**src/rtl/leaf_arb.sv**
```systemverilog
// Leaf request arbiter: merges recirculated (int) and new (trav) leaf requests into a
// two-entry output buffer, favouring int with a bounded starvation count for trav.
module leaf_arb #(
   parameter int unsigned STARVE_MAX = 4,
   parameter int unsigned DEPTH      = 2,
   // Width of leaf_info_t: ray_info plus ln_tri {lindex, lnum_left}
   parameter int unsigned DATA_W     = 64
) (
   input  logic              clk,
   input  logic              rst,

   input  logic              int_to_larb_valid,
   input  logic [DATA_W-1:0] int_to_larb_data,
   output logic              int_to_larb_stall,

   input  logic              trav_to_larb_valid,
   input  logic [DATA_W-1:0] trav_to_larb_data,
   output logic              trav_to_larb_stall,

   output logic              larb_to_tcache_valid,
   output logic [DATA_W-1:0] larb_to_tcache_data,
   input  logic              larb_to_tcache_stall,

   output logic [3:0]        larb_starve_cnt
);

   localparam logic [1:0] DepthC    = DEPTH[1:0];
   localparam logic [3:0] StarveMax = STARVE_MAX[3:0];

   logic [1:0]        count_q, count_d;
   logic              wr_ptr_q, wr_ptr_d;
   logic              rd_ptr_q, rd_ptr_d;
   logic [3:0]        starve_q, starve_d;
   logic [DATA_W-1:0] mem_q [2];

   logic              room;
   logic              grant_int, grant_trav;
   logic              push, pop;
   logic [DATA_W-1:0] push_data;

   // Room uses only registered count so downstream stall never reaches upstream stalls.
   always_comb begin
      room       = rst & (count_q < DepthC);
      grant_int  = room & int_to_larb_valid &
                   (~trav_to_larb_valid | (starve_q < StarveMax));
      grant_trav = room & trav_to_larb_valid &
                   (~int_to_larb_valid | (starve_q >= StarveMax));
      push       = grant_int | grant_trav;
      push_data  = grant_trav ? trav_to_larb_data : int_to_larb_data;
      pop        = (count_q != 2'd0) & ~larb_to_tcache_stall;
   end

   always_comb begin
      count_d  = count_q;
      wr_ptr_d = wr_ptr_q;
      rd_ptr_d = rd_ptr_q;
      starve_d = starve_q;

      if (push) wr_ptr_d = ~wr_ptr_q;
      if (pop)  rd_ptr_d = ~rd_ptr_q;

      case ({push, pop})
         2'b10:   count_d = count_q + 2'd1;
         2'b01:   count_d = count_q - 2'd1;
         default: count_d = count_q;
      endcase

      if (grant_trav || !trav_to_larb_valid) begin
         starve_d = 4'd0;
      end else if (grant_int) begin
         starve_d = (starve_q >= StarveMax) ? StarveMax : starve_q + 4'd1;
      end
   end

   always_ff @(posedge clk or negedge rst) begin
      if (!rst) begin
         count_q  <= 2'd0;
         wr_ptr_q <= 1'b0;
         rd_ptr_q <= 1'b0;
         starve_q <= 4'd0;
      end else begin
         count_q  <= count_d;
         wr_ptr_q <= wr_ptr_d;
         rd_ptr_q <= rd_ptr_d;
         starve_q <= starve_d;
      end
   end

   // Storage carries no valid state, so it is left unreset.
   always_ff @(posedge clk) begin
      if (push) mem_q[wr_ptr_q] <= push_data;
   end

   assign int_to_larb_stall    = int_to_larb_valid & ~grant_int;
   assign trav_to_larb_stall   = trav_to_larb_valid & ~grant_trav;
   assign larb_to_tcache_valid = (count_q != 2'd0);
   assign larb_to_tcache_data  = mem_q[rd_ptr_q];
   assign larb_starve_cnt      = starve_q;

endmodule

```
**config.mk**
```make
export PLATFORM = sky130hd
export DESIGN_NAME = leaf_arb
export DESIGN_NICKNAME = d
export VERILOG_FILES = /design/src/rtl/leaf_arb.sv
export SDC_FILE = /design/constraint.sdc
export NUM_CORES = 1
export LEC_CHECK = 0
export ABC_AREA = 1
export CAP_MARGIN = 20
export CORE_UTILIZATION = 35
export CTS_CLUSTER_DIAMETER = 40
export DETAILED_ROUTE_END_ITERATION = 8
export DONT_BUFFER_PORTS = 1
export MAX_ROUTING_LAYER = met4
export PLACE_DENSITY = 0.55
export SKIP_CTS_REPAIR_TIMING = 1
export SLEW_MARGIN = 0
export SYNTH_ARGS = -nofsm -noshare
export SYNTH_HDL_FRONTEND = slang
export SYNTH_SLANG_ARGS = --single-unit
```
**constraint.sdc**
```tcl
create_clock -name clk -period 4.13 [get_ports clk]
set_clock_uncertainty 0.1 [all_clocks]
set_input_delay 0.413 -clock clk [delete_from_list [all_inputs] [get_ports clk]]
set_output_delay 0.413 -clock clk [all_outputs]
set_load 0.005 [all_outputs]
```
# Word level (Yosys, flattened, before mapping)
# Memories as Yosys holds them, arrays and structs flattened.
# Index checks and enable logic that the tools add are counted.
dict set report word_totals {
  register_bits 8
  ram_bits 128
  word_cells 43
  memories 1
}
dict set report classes {
  addsub 3
  magnitude_cmp 3
  eq_ne 2
  n_mux 7
  n_bitwise 18
  reduce_logical 5
}
# name depth width read_ports rd_clocked_by_memory_dff wr line_no
set mem_list {}
lappend mem_list {mem_q 2 64 1 0 1 34} ;# logic [DATA_W-1:0] mem_q [2];
# cell n
set op_table {}
lappend op_table {{$mux 64} 1}
lappend op_table {{$mux 4} 3}
lappend op_table {{$and 1x1->1} 8}
lappend op_table {{$not 1->1} 7}
lappend op_table {{$reduce_bool 2->1} 3}
lappend op_table {{$add 4x1->4 const B} 1}
lappend op_table {{$ge 4x3->1 const B} 1}
lappend op_table {{$lt 4x3->1 const B} 1}
lappend op_table {{$pmux 2 s2} 1}
lappend op_table {{$or 1x1->1} 3}
lappend op_table {{$add 2x1->2 const B} 1}
lappend op_table {{$eq 2x1->1 const B} 1}
lappend op_table {{$eq 2x2->1 const B} 1}
lappend op_table {{$lt 2x2->1 const B} 1}
lappend op_table {{$mux 1} 2}
lappend op_table {{$sub 2x1->2 const B} 1}
lappend op_table {{$logic_not 1->1} 1}
lappend op_table {{$logic_or 1x1->1} 1}

# Longest topological paths before layout
dict set report depth {
  ltp_word 7
  depth_mapped 10
  mapped_depth_nobuf 10
}

# Least setup slack after synthesis
# Ideal clock, no wire load.
dict set report synth_timing {
  kind {register -> register}
  from {register count_q[1]}
  to {memory mem_q[1][0] (enable)}
  setup_time_ps 486
  t_arrival_ps 3407
  required_ps 3544
  slack_ps 137
  stages_incl_launch_ff 6
  n_path_buf 0
  period_less_slack_ps 3993
  cell_sequence {dfrtp_1 -> inv_2 -> nand2_1 -> inv_1 -> o21ai_0 -> nor2_1}
}
dict set report synth_via {
  elab_chain_cells 7
}
# element line_no
set synth_rtl {}
lappend synth_rtl {{start: declaration} 30} ;# logic [1:0] count_q, count_d;
lappend synth_rtl {{start signal: assignment} 82} ;# count_q <= count_d;
lappend synth_rtl {{$lt 2x2->1 (*)} 43} ;# room = rst & (count_q < DepthC);
lappend synth_rtl {{$and 1x1->1 (*)} 43}
lappend synth_rtl {{$and 1x1->1 (on tied branches) (2 in series)} {44, 46}}
lappend synth_rtl {{$or 1x1->1 (*)} 48} ;# push = grant_int | grant_trav;
lappend synth_rtl {{$mux 1 (*)} 91} ;# if (push) mem_q[wr_ptr_q] <= push_data;
lappend synth_rtl {{$mux 1 (not written as such) (*)} 91}
lappend synth_rtl {{end: declaration} 34}
# Mark *: on every way between the ends. The rest lies on a longest branch, timed or not.

# Worst setup path after layout
dict set report layout_timing {
  from {register count_q[1]}
  to {memory mem_q[0][25] (enable)}
}
# The elaborated chain is that of the path after synthesis.

==> impl_metrics.yaml <==
power_and_ir_drop:
  ir_worst_vdd_mv: 0.281
  swShare_pct: 31.8
  p_int_mw: 2.98
  seqPwrFrac_pct: 42.3
  combinationalPowerShare_pct: 24.3
  power.switching_mw: 1.39
  p_leak_nw: 2.89
  power_frac_clock_pct: 33.4
  p_per_area_nw_per_um2: 645
clock_tree:
  ctsLongestPathBuffers: 2
  cts-root-buf: "clkbuf_16"
  insertion_delay_ns: 0.41
  cts_sinks: 136
  cts.clk_slew.worst_paths_ns: 0.05
  numCtsBuffers: 17
  htree_levels: 4
  cts_tree: "done"
job:
  drv_cap: 0
worst_setup_path:
  crit_path_frequent_cell: "inv_2"
  crit_buf_inv: 4
  critical_path_class: "reg2reg"
  cpMaxStageDelayCell: "inv_2"
  worstPathArrival_ns: 2.30
  r2r_setup_slack_ns: 1.79
  crit_fanout: 33
  critPathTopFamily: "buffers and inverters"
  crit_required_ns: 4.09
  worst_setup_path_end_kind: "flip-flop"
  critPathLaunchType: "flip-flop"
  cp_cell_sequence: "inv_2, nand2_1, inv_1, o211ai_1, inv_2, buf_4"
  max_stage_delay_ns: 0.58
final_layout:
  syn2layout_area_growth_pct: 11.9
  drive_gt1_share_pct: 6.36
  fin_area_sq_um: 6770
  n_antenna_cell: 0
  fill_cells: 1614
  instances_no_fill: 833
  layout.nets: 735
  seqCellArea_sq_um: 4050
  multi_input_area_sq_um: 1740
global_route:
  gr-total-overflow: 0
  met1_usage_pct: 17.7
  top_usage_layer: "met2"
  grt_use_met3_pct: 5.37
  gr-usage-all-layers_pct: 15.6
  grt_pass1_wl_mm: 20.1
  grt_pass1_vias: 3747
  met2_usage_pct: 25.2
  grt_max_degree: 68
  grt_antenna_before_repair: 0
detailed_routing:
  vias: 3964
  wl_mm: 13.1
  ant_nets: 0
  route.detailed.drc: 0
  drt_iter0_drc: 215
  wl_per_cell_um: 15.7
  viasPerCell: 4.76
  firstDrtPassIters: 4
yosys:
  yosysWarnings: 0
  synthCells: 608
  syn_avg_cell_area_sq_um: 9.95
  post-synth-top-count-cell: "nand2_1"
  synthTopCellsByCount: "339 x nand2_1, 128 x edfxtp_1, 66 x nand3_1"
  netlist-cell-type-count: 24
  yosys_register_bits: 136
  synth_top_area_share_pct: 63.5
  synthArstFlopShare_pct: 5.88
  seq_area_frac_synth_pct: 66.9
  synth_top_cell_by_area: "edfxtp_1"
  synth_area_leaders: "edfxtp_1 64%, nand2_1 21%, nand3_1 5.5%"
  syn_area_sq_um: 6050
  synth_enable_flop_cells: 128
  synth-main-ff-cell: "edfxtp_1"
  synth_nets: 743
sta:
  rsz0062_at_grt: "false"
  setup_tns_ns: 0
  max_freq_ghz: 0.427
  finalSetupViolCount: 0
  period_share_pct: 56.7
  period_minus_slack_ns: 2.34
  tightestPinTransition_ns: 0.806
  slew_viol_final: 0
  fin_ws_ns: 1.79
  report.final.hold_viol_count: 0
  maxSlewHeadroom_pct: 46.1
floorplanning:
  num_rows: 47
  start_util_pct: 36.2
  fp.dieH_um: 133
  fp.coreArea_sq_um: 16700
  dieWidth_um: 133
  die-area_sq_um: 17800
  io_pins: 204
placement:
  gp_congestion: 0.749
  postPlaceCellArea_sq_um: 6190
  post-place-cells: 800
  place_ws_ns: 1.74
  dp_hpwl_mm: 8.48
  port_buffers: 0
min_path:
  hp-class: "in2reg"
outcome:
  status: "finished, final reports clean"
cell type report:
cell class	count	share of cell area [%]
flip-flops and latches	136	59.7
multi-input cells	423	25.7
clock buffers	19	6.39
well taps	220	4.07
clock inverters	13	2.00
repair buffers	7	1.29
inverters	15	0.832
flip-flops by register name (all words and copies together) (netlist names):
register	count
count_q	2
larb_starve_cnt	4
mem_q	128
rd_ptr_q	1
wr_ptr_q	1
kinds of logic after synthesis:
family / Yosys count / share of synthesized area (%)
compound gates: 5 / 0.497
xor+xnor: 2 / 0.290
fa+ha+maj: 2 / 0.414
buf+inv: 49 / 4.53
flops: 136 / 66.9
simple gates: 414 / 27.4
stage by stage:
stage	power (mW)	hold WS [ns]	utilization (%)
after global routing	4.62	0.104	40.5
final	4.37	0.102	40.5
after CTS	4.43	-0.430	40.5
after floorplan	2.65	0.0174	-
after detailed placement	2.97	0.0177	37.1
after global placement	2.92	0.0177	36.9
layer usage:
metal | wire length [um] | vias to the layer above
met5 | 0 | -
met4 | 278 | 0
met3 | 897 | 19
met2 | 6240 | 141
met1 | 5690 | 1821
li1 | - | 1983
cell usage in the layout (no fill, tap or decap):
master	n
nand2_1	339
edfxtp_1	128
nand3_1	66
clkbuf_16	17
inv_1	11
dfrtp_1	7
clkinv_1	6
inv_2	4
buf_4	4
nor2_1	3
clkinv_2	3
bufinv_16	3
a21oi_1	2
ha_1	2
clkbuf_1	2
nand3_2	1
nand2_2	1
nand2_4	1
o21ai_0	1
nor2_4	1
a21boi_0	1
o211ai_1	1
xnor2_1	1
nand4_1	1
xor2_1	1
and2_1	1
clkinvlp_4	1
dlygate4sd3_1	1
buf_16	1
buf_12	1
dfrtp_2	1
power groups by stage:
| stage | combinational (mW) | clock [mW] | sequential (mW) |
|---|---|---|---|
| floorplan | 0.776 | 0 | 1.88 |
| global placement | 1.05 | 0 | 1.87 |
| detailed placement | 1.09 | 0 | 1.88 |
| CTS | 1.09 | 1.49 | 1.85 |
| global route | 1.22 | 1.54 | 1.87 |
| finish | 1.06 | 1.46 | 1.85 |
worst paths after layout:
path | startpoint | end | cells after the start
setup / recovery | count_q[1] | mem_q[0][25] | 6
hold / removal | int_to_larb_data[44] | mem_q[0][44] | 2
setup reg to reg | count_q[1] | mem_q[0][25] | 6
hold reg to reg | wr_ptr_q | wr_ptr_q | 2
max in group asynchronous | rst | rd_ptr_q | 1
min in group asynchronous | rst | larb_starve_cnt[2] | 1
Note: power is estimated with default switching activity, not from simulation.
